--- src/rtl/linear_layer_srl_fifo_ac.sv ---
// Shift-register-LUT FIFO with read/write handshake, occupancy count, almost-full flag
// and an optional registered output stage that adds one word of capacity.
module linear_layer_srl_fifo_ac #(
    parameter int DATA_WIDTH = 32,
    parameter int ADDR_WIDTH = 4,
    parameter int DEPTH      = 16,
    parameter int AF_MARGIN  = 2,
    parameter int OUT_REG    = 0
) (
    input  logic                  clk,
    input  logic                  reset,
    output logic                  if_full_n,
    input  logic                  if_write_ce,
    input  logic                  if_write,
    input  logic [DATA_WIDTH-1:0] if_din,
    output logic                  if_almost_full,
    output logic                  if_empty_n,
    input  logic                  if_read_ce,
    input  logic                  if_read,
    output logic [DATA_WIDTH-1:0] if_dout,
    output logic [ADDR_WIDTH:0]   if_num_data_valid
);

    localparam logic [ADDR_WIDTH:0] DEPTH_C  = (ADDR_WIDTH+1)'(DEPTH);
    localparam logic [ADDR_WIDTH:0] MARGIN_C = (ADDR_WIDTH+1)'(AF_MARGIN);

    logic [DATA_WIDTH-1:0] entries [DEPTH];
    logic [ADDR_WIDTH:0]   cnt;
    logic [ADDR_WIDTH:0]   free_slots;
    logic [ADDR_WIDTH-1:0] rd_addr;
    logic [DATA_WIDTH-1:0] head;
    logic                  wr_fire;
    logic                  rd_fire;
    logic                  srl_pop;
    logic                  out_vld;

    assign if_full_n  = (cnt != DEPTH_C);
    assign wr_fire    = if_write & if_write_ce & if_full_n;
    assign rd_fire    = if_read & if_read_ce & if_empty_n;

    // Head sits at cnt-1; at cnt=DEPTH the low bits wrap to 0 so the subtract lands on DEPTH-1.
    assign rd_addr    = cnt[ADDR_WIDTH-1:0] - ADDR_WIDTH'(1);
    assign head       = entries[rd_addr];

    assign free_slots        = DEPTH_C - cnt;
    assign if_almost_full    = (free_slots <= MARGIN_C);
    assign if_num_data_valid = cnt + {{ADDR_WIDTH{1'b0}}, out_vld};

    // Storage: plain shift chain, no reset so it maps onto SRL primitives.
    always_ff @(posedge clk) begin
        if (wr_fire) begin
            entries[0] <= if_din;
            for (int i = 1; i < DEPTH; i++) begin
                entries[i] <= entries[i-1];
            end
        end
    end

    // A simultaneous push and pop leaves cnt, and therefore the head address, unchanged.
    always_ff @(posedge clk) begin
        if (reset) begin
            cnt <= '0;
        end else if (wr_fire && !srl_pop) begin
            cnt <= cnt + (ADDR_WIDTH+1)'(1);
        end else if (!wr_fire && srl_pop) begin
            cnt <= cnt - (ADDR_WIDTH+1)'(1);
        end
    end

    generate
        if (OUT_REG != 0) begin : g_out_reg
            logic [DATA_WIDTH-1:0] out_data;

            // Refill the output register whenever it is empty or being consumed.
            assign srl_pop = (cnt != '0) && (!out_vld || rd_fire);

            always_ff @(posedge clk) begin
                if (reset) begin
                    out_vld  <= 1'b0;
                    out_data <= '0;
                end else if (srl_pop) begin
                    out_vld  <= 1'b1;
                    out_data <= head;
                end else if (rd_fire) begin
                    out_vld  <= 1'b0;
                end
            end

            assign if_empty_n = out_vld;
            assign if_dout    = out_data;
        end else begin : g_comb_read
            assign srl_pop    = rd_fire;
            assign out_vld    = 1'b0;
            assign if_empty_n = (cnt != '0);
            assign if_dout    = head;
        end
    endgenerate

endmodule

--- config.mk ---
export PLATFORM = sky130hd
export DESIGN_NAME = linear_layer_srl_fifo_ac
export DESIGN_NICKNAME = d
export VERILOG_FILES = /design/src/rtl/linear_layer_srl_fifo_ac.sv
export SDC_FILE = /design/constraint.sdc
export NUM_CORES = 1
export LEC_CHECK = 0
export CORE_MARGIN = 1
export CORE_UTILIZATION = 54
export CTS_CLUSTER_SIZE = 20
export DETAILED_ROUTE_END_ITERATION = 6
export GPL_TIMING_DRIVEN = 0
export PLACE_DENSITY = 0.75
export SYNTH_ARGS = -nofsm -noshare
export SYNTH_HDL_FRONTEND = slang
export SYNTH_SLANG_ARGS = --single-unit
export TNS_END_PERCENT = 20
--- constraint.sdc ---
create_clock -name clk -period 15.9 [get_ports clk]
set_input_delay 2.385 -clock clk [delete_from_list [all_inputs] [get_ports clk]]
set_output_delay 2.385 -clock clk [all_outputs]
set_load 0.01 [all_outputs]
# Yosys cells after proc, flatten, opt, wreduce, memory -nomap -nowiden
# Memory sizes are Yosys's and may differ from the RTL's.
# Cells that the tools add are included.
# word_totals
regBits	5
ramBits	512
out_inout_bits	40
elab_cells	22
mem_count	1
# op_classes
add_sub_neg	4
n_lt_le_gt_ge	1
eq_ne	1
mux	4
n_bitwise	4
n_reduce_logical	6
# memory_table
memory	depth	width	rd	rd_ports_with_merged_regs	write_ports	line	source
entries	16	32	16	0	16	27	logic [DATA_WIDTH-1:0] entries [DEPTH];
# ops
op	count
5-bit 2-to-1 mux	2
5-bit by 1-bit adder with 5-bit output (second input constant)	1
5-bit by 2-bit <= comparator with 1-bit output (second input constant)	1
5-bit != test (second input constant)	1
5-bit nonzero test	1
5-bit by 1-bit subtractor with 5-bit output (second input constant)	1
5-bit subtractor (first input constant)	1
1-bit AND	4
4-bit by 1-bit subtractor with 4-bit output (second input constant)	1
1-bit logical AND	2
1-bit logical NOT	2
1-bit 2-to-1 mux	2
2-bit nonzero test	1

# Longest topological paths before layout
# Gate-level depths: netlist (run 1).
# logic_depth
ltp_word	6
mapped_depth	17

# Worst setup path after synthesis (run 1)
# No wires, ideal clock.
# synth_timing
path_kind	input -> register
startpoint	input port if_write_ce
endpoint	register cnt[4]
setup_time_ps	121
arrival_ps	16905
required_time_ps	15779
setup_slack_ps	-1126
path_stages	8
cell_sequence	and3_1 > ha_1 > inv_1 > ha_1 > a21o_1 > a21oi_1 > mux2i_1 > mux2_2
# synth_via
elab_chain_cells	5
# synth_lines
item	line	source
from (decl)	13	input logic if_write_ce,
1-bit AND * (2 in a row)	38	assign wr_fire = if_write & if_write_ce & if_full_n;
1-bit logical NOT	65	end else if (!wr_fire && srl_pop) begin
1-bit logical AND	65	
2-bit nonzero test (no source line)	n/a	
to (signal assigned)	64	cnt <= cnt + (ADDR_WIDTH+1)'(1);
to (signal assigned)	66	cnt <= cnt - (ADDR_WIDTH+1)'(1);
to (decl)	28	logic [ADDR_WIDTH:0] cnt;
# Mark *: on every way between the ends. The rest lies on a longest branch, timed or not.
# A chain may end at the register's enable or synchronous reset.

# Worst setup path after layout (run 1)
# layout_timing
startpoint	register cnt[0]
endpoint	output port if_dout[1]
# layout_via
elab_chain_cells	2
# layout_lines
item	line	source
4-bit by 1-bit subtractor with 4-bit output	42	assign rd_addr = cnt[ADDR_WIDTH-1:0] - ADDR_WIDTH'(1);
via rd_addr[0]	30	logic [ADDR_WIDTH-1:0] rd_addr;
memory read 16 x 32 bit	n/a	
to (decl)	20	output logic [DATA_WIDTH-1:0] if_dout,
# The timed path passes the listed nets, and every way through them passes these cells.

==> results of run 1 <==
-- through the flow --
step | worst slack (ns) | area (um2) | utilization
6_report | 8.894 | 22890 | 0.6403
5_1_grt | 8.687 | 22890 | 0.6403
4_1_cts | 8.774 | 22890 | 0.6403
3_5_place_dp | 9.374 | 21220 | 0.5936
3_3_place_gp | 2.761 | 21030 | 0.5884
2_1_floorplan | 5.227 | 19680 | -
-- state kept, by name, summed over array words and instances, names as in the netlist --
signal   flops
cnt          5
entries    512
-- metal layers --
metal,global-route usage,part of all wire
met5,0,0.00039
met3,0.03364,0.052
met4,0.04988,0.018
met1,0.2739,0.43
met2,0.3002,0.50
-- synth_stat cells (all sizes together) --
cell and count:
nor3b 1, a21o 2, xor2 2, nor3 2, edfxtp 512, o21ai 1
buf 24, ha 9, and3 1, mux2 1, a21oi 4, mux4 160
clkbuf 12, mux2i 2, xnor2 4, nor2 10, inv 8, nand3 1
dfxtp 5, fa 1
-- kinds of logic (layout without fill, tap and decap cells) --
kind of cell             count (synthesis)  count (layout)  synth area share
AO/OA/AOI/OAI                            7               7          0.002034
buffers and inverters                   44             223           0.01361
AND/OR/NAND/NOR                         15              15          0.003370
multiplexers                           163             163            0.1853
flip-flops                             517             517            0.7863
adder cells (fa/ha/maj)                 10              10          0.006739
XOR/XNOR                                 6               6          0.002670
-- report_power, final --
group	leakage (nW)	internal, mW	switching (mW)	total (mW)
Combinational	1.62	1.05	0.916	1.97
Sequential	4.83	1.67	0.0626	1.73
Clock	0.814	0.698	0.483	1.18
-- layout by cell type, fill, tap and decap left out, drive strengths merged, types with 3 or more instances in the layout --
master / Yosys / layout
clkbuf: 12 / 82
clkinv: 0 / 18
mux4: 160 / 160
clkinvlp: 0 / 3
inv: 8 / 8
xnor2: 4 / 4
ha: 9 / 9
clkdlybuf4s50: 0 / 77
bufinv: 0 / 4
edfxtp: 512 / 512
nor2: 10 / 10
dfxtp: 5 / 5
a21oi: 4 / 4
buf: 24 / 31
-- final timing paths --
path                                 start                       end  slack [ns]
setup / recovery       cnt[0]$_SDFFE_PP0P_                if_dout[1]        8.89
hold / removal    entries[1][31]$_DFFE_PP_  entries[2][31]$_DFFE_PP_        0.44
setup reg to reg       cnt[0]$_SDFFE_PP0P_       cnt[4]$_SDFFE_PP0P_       10.59
hold reg to reg   entries[1][31]$_DFFE_PP_  entries[2][31]$_DFFE_PP_        0.44
-- final cells by class --
cell class / count / area, um2 / share of cell area
Clock inverter: 25 / 227.7 / 0.009950
Buffer: 36 / 237.7 / 0.01039
Clock buffer: 70 / 1440 / 0.06293
Inverter: 8 / 30.03 / 0.001312
Timing Repair Buffer: 84 / 955.9 / 0.04177
Sequential cell: 517 / 15470 / 0.6762
Tap cell: 461 / 576.8 / 0.02520
Multi-Input combinational cell: 201 / 3943 / 0.1723
-- critical path, delay by kind of cell, from the launching register on --
family	cells	cell delay (ns)
adders and majority gates	1	0.34
buffers and inverters	7	2.36
DFF	1	0.41
muxes	2	0.94
==> impl_metrics.py, run 1 <==
metrics = {
    "synthesis": {
        "syn_area_um2": 19680,
        "synth_area_leaders": "edfxtp_1 78%, mux4_2 18%, ha_1 0.57%, dfxtp_1 0.51%, buf_6 0.46%",
        "synth.top_cell.area_share": 0.7812,
        "syn_avg_cell_area_um2": 25.83,
        "yosys_warnings": 0,
        "synth_nets": 810,
        "yosys.area.top_type": "edfxtp_1",
        "yosysSeqAreaShare": 0.7863,
        "ys_types": 25,
        "synth_cells": 762,
        "ys_seq_elements": 517,
    },
    "min_path": {
        "whs_path_depth": 0,
        "worstHoldPathType": "flip-flop to flip-flop",
    },
    "timing": {
        "hold_viol_final": 0,
        "tns_ns": 0,
        "rsz0062_at_grt": "no",
        "skew_ns": 0.01043,
        "worst_pin_slew_ns": 0.9845,
        "period_share": 0.4407,
        "relSlewSlack": 0.3437,
        "fin_crit_ns": 7.006,
        "hold_slack_ns": 0.4416,
        "setup_viol": 0,
        "max_freq_ghz": 0.1427,
        "drv_slew": 0,
    },
    "route": {
        "wl_per_cell_um": 23.75,
        "first_pass_iters": 7,
        "wirelength_um": 33300,
        "vias": 8292,
        "drc": 5,
        "drt_iter0_markers": 869,
        "via_per_inst": 5.914,
        "ant_nets": 0,
    },
    "critical_path": {
        "critPathArrivalTime_ns": 4.62,
        "startpoint_type": "flip-flop",
        "crit_required_ns": 13.52,
        "slowest_delay_ns": 0.79,
        "crit_type": "flip-flop to primary output",
        "critPathSlowestCell": "clkbuf_1",
        "cp_cell_sequence": "buf_6 > buf_12 > buf_6 > inv_1 > ha_1 > clkbuf_1 > clkbuf_1 > mux4_2 > mux4_2 > clkdlybuf4s50_1",
        "reg2regPathDepth": 19,
        "endpoint_kind": "primary output",
        "cp_max_fo": 10,
    },
    "finish": {
        "drive_above_1_share": 0.2806,
        "diodes": 0,
        "n_fill_cell": 2366,
        "stdcell_count": 1402,
        "fin_nets": 947,
        "area_delta_synth_final_pct": 16.29,
    },
    "floorplanning": {
        "die_width_um": 192.9,
        "core_um2": 35740,
        "ios": 78,
        "dieArea_um2": 37210,
        "rows": 69,
        "die_h_um": 192.9,
        "start_util": 0.5506,
    },
    "global_routing": {
        "overflow": 0,
        "grt_pass1_vias": 8622,
        "grt_usage": 0.1883,
        "grt_max_degree": 78,
        "grt_pass1_wl_um": 51580,
        "antenna_found_initial": 1,
    },
    "clock_network": {
        "cts_tree": "built",
        "cts_hold_buf": 0,
        "cts_repair_resize_count": 0,
        "cts.path.max_buffers": 3,
        "clk_pin_slew_ns": 0.06,
        "cts_sinks": 517,
        "clock_latency_ns": 0.56,
        "cts_buffers": 51,
        "htreeDepth": 2,
        "post_cts_buffers": 0,
        "cts-root-buf": "clkbuf_16",
    },
    "power": {
        "power_density_nw_per_um2": 213.3,
        "power_mw": 4.880,
        "leakagePower_nw": 7.269,
        "vdd_drop_max_v": 0.0001581,
    },
    "place": {
        "finalWeightedCongestion": 0.7197,
        "io_buffer_count": 77,
        "hpwl_um": 20060,
        "placed_cells": 1307,
    },
    "status": {
        "violations": "DRC",
        "status": "complete, but fails checks",
    },
    "job": {
        "max_cap_viol_count": 0,
    },
}
Note: power is estimated with default switching activity, not from simulation.
==> run 2, diff against run 1 <==
clock period = 6.4 ns   (was 15.9 ns; I/O delays follow)
==> impl_metrics.py, run 2 (synthesis results as in run 1) <==
metrics = {
    "status": {
        "status": "complete, but fails checks",
        "violations": "DRC",
    },
    "critical_path": {
        "crit_required_ns": 5.44,
        "slowest_delay_ns": 0.74,
        "critPathArrivalTime_ns": 4.33,
        "crit_type": "flip-flop to primary output",
        "cp_cell_sequence": "buf_6 > buf_12 > buf_12 > inv_8 > ha_4 > clkbuf_1 > clkbuf_1 > mux4_2 > mux4_2 > clkdlybuf4s50_1",
        "critPathSlowestCell": "clkbuf_1",
        "endpoint_kind": "primary output",
        "reg2regPathDepth": 14,
        "cp_max_fo": 10,
        "startpoint_type": "flip-flop",
    },
    "timing": {
        "skew_ns": 0.01391,
        "fin_crit_ns": 5.292,
        "hold_viol_final": 0,
        "hold_slack_ns": 0.4364,
        "worst_pin_slew_ns": 0.9215,
        "layout_setup_ws_ns": 1.108,
        "period_share": 0.8268,
        "rsz0062_at_grt": "no",
        "setup_viol": 0,
        "max_freq_ghz": 0.1890,
        "relSlewSlack": 0.3857,
        "drv_slew": 0,
    },
    "global_routing": {
        "grtUsageMet1": 0.2696,
        "grt_pass1_vias": 8807,
        "grt_usage": 0.1865,
        "use_met3": 0.03019,
        "overflow": 0,
        "grt_pass1_wl_um": 51410,
        "grt_max_degree": 79,
        "top_usage_layer": "met2",
        "met2_usage": 0.3005,
        "antenna_found_initial": 0,
    },
    "power": {
        "clkPwrFrac": 0.228,
        "p_sw_frac": 0.3009,
        "vdd_drop_max_v": 0.0003956,
        "power_density_nw_per_um2": 523.3,
        "p_comb_frac": 0.410,
        "power_mw": 11.92,
        "p_int_mw": 8.335,
        "p_sw_mw": 3.587,
        "pwr-share-seq": 0.362,
        "leakagePower_nw": 7.191,
    },
    "finish": {
        "n_fill_cell": 2376,
        "final_core_util": 0.6374,
        "area_delta_synth_final_pct": 15.77,
        "diodes": 0,
        "largestRegisters": "entries: 512 flops, cnt: 5 flops",
        "drive_above_1_share": 0.2770,
        "regMostFlops": "entries",
        "largest_register_ffs": 512,
        "layout_common_cells": "512 x edfxtp_1, 157 x mux4_2, 77 x clkdlybuf4s50_1",
        "fin_nets": 947,
        "final_cell_area_um2": 22780,
        "final_common_cell": "edfxtp_1",
    },
    "job": {
        "max_cap_viol_count": 0,
    },
    "clock_network": {
        "post_cts_buffers": 0,
        "cts-root-buf": "clkbuf_16",
        "cts_tree": "built",
        "cts_buffers": 51,
        "cts_hold_buf": 0,
        "htreeDepth": 2,
        "clock_latency_ns": 0.56,
        "cts.path.max_buffers": 3,
        "cts_repair_resize_count": 0,
        "cts_sinks": 517,
        "clk_pin_slew_ns": 0.06,
    },
    "min_path": {
        "worstHoldPathType": "flip-flop to flip-flop",
        "whs_path_depth": 0,
    },
    "route": {
        "drc": 4,
        "drt_iter0_markers": 828,
        "wl_per_cell_um": 23.55,
        "wirelength_um": 32870,
        "via_per_inst": 5.943,
        "vias": 8296,
        "ant_nets": 0,
        "first_pass_iters": 7,
    },
    "floorplanning": {
        "die_width_um": 192.9,
        "die_h_um": 192.9,
        "ios": 78,
        "start_util": 0.5506,
        "dieArea_um2": 37210,
        "rows": 69,
        "core_um2": 35740,
    },
    "place": {
        "io_buffer_count": 77,
        "dp_slack_ns": 1.602,
        "finalWeightedCongestion": 0.7282,
        "place_area_um2": 21290,
        "hpwl_um": 20580,
    },
}
run 2: cell types whose count changed in the layout (fill, tap and decap cells not counted), moves of 2 or more:
| cell | previous run | this run |
|---|---|---|
| inv_1 | 8 | 5 |
| clkbuf_8 | 5 | 0 |
| clkinv_2 | 10 | 5 |
| ha_1 | 9 | 6 |
| inv_8 | 0 | 2 |
| clkbuf_16 | 53 | 51 |
| clkbuf_1 | 24 | 27 |
| clkinv_1 | 7 | 12 |
| ha_4 | 0 | 2 |
| bufinv_16 | 4 | 2 |
| inv_2 | 0 | 2 |
run 2: metrics by stage:
step / instances / TNS (ns)
3_5_place_dp: 1307 / 0
3_3_place_gp: 1300 / -107.78
5_1_grt: 1396 / 0
6_report: 1396 / 0
4_1_cts: 1396 / 0
2_1_floorplan: 762 / -0.6543
run 2: area by class of cell:
| class | count | area (um2) | area share |
|---|---|---|---|
| Clock buffer | 66 | 1333 | 0.05849 |
| Inverter | 8 | 37.54 | 0.001648 |
| Buffer | 36 | 246.5 | 0.01082 |
| Sequential cell | 517 | 15480 | 0.6793 |
| Timing Repair Buffer | 84 | 963.4 | 0.04229 |
| Multi-Input combinational cell | 201 | 3985 | 0.1749 |
| Clock inverter | 23 | 165.2 | 0.007249 |
| Tap cell | 461 | 576.8 | 0.02532 |
run 2: path summary, 6_finish.rpt:
check | from | end | slack (ns)
min reg2reg | entries[13][2]$_DFFE_PP_ | entries[14][2]$_DFFE_PP_ | 0.44
max reg2reg | cnt[0]$_SDFFE_PP0P_ | entries[3][9]$_DFFE_PP_ | 2.04
max | cnt[0]$_SDFFE_PP0P_ | if_dout[6] | 1.11
min | entries[13][2]$_DFFE_PP_ | entries[14][2]$_DFFE_PP_ | 0.44
run 2: power groups by stage:
stage               Combinational (mW)  Clock [mW]  Sequential [mW]
finish                            4.89        2.72             4.31
CTS                               5.01        2.79             4.31
floorplan                         3.03           0             4.37
global route                      5.21        2.90             4.35
detailed placement                4.98           0             4.38
global placement                  4.87           0             4.42
run 2: routing by layer:
layer | vias up | wire length, um
li1 | 3603 | -
met1 | 4419 | 13850
met2 | 229 | 16620
met3 | 45 | 1785
met4 | 0 | 618
met5 | - | 0
run 2: worst max-delay path: cells and delay by family, from the launching register on:
kind | cells | cell delay, ns
muxes | 2 | 0.93
adders and majority gates | 1 | 0.28
DFF | 1 | 0.38
buffers and inverters | 7 | 2.17
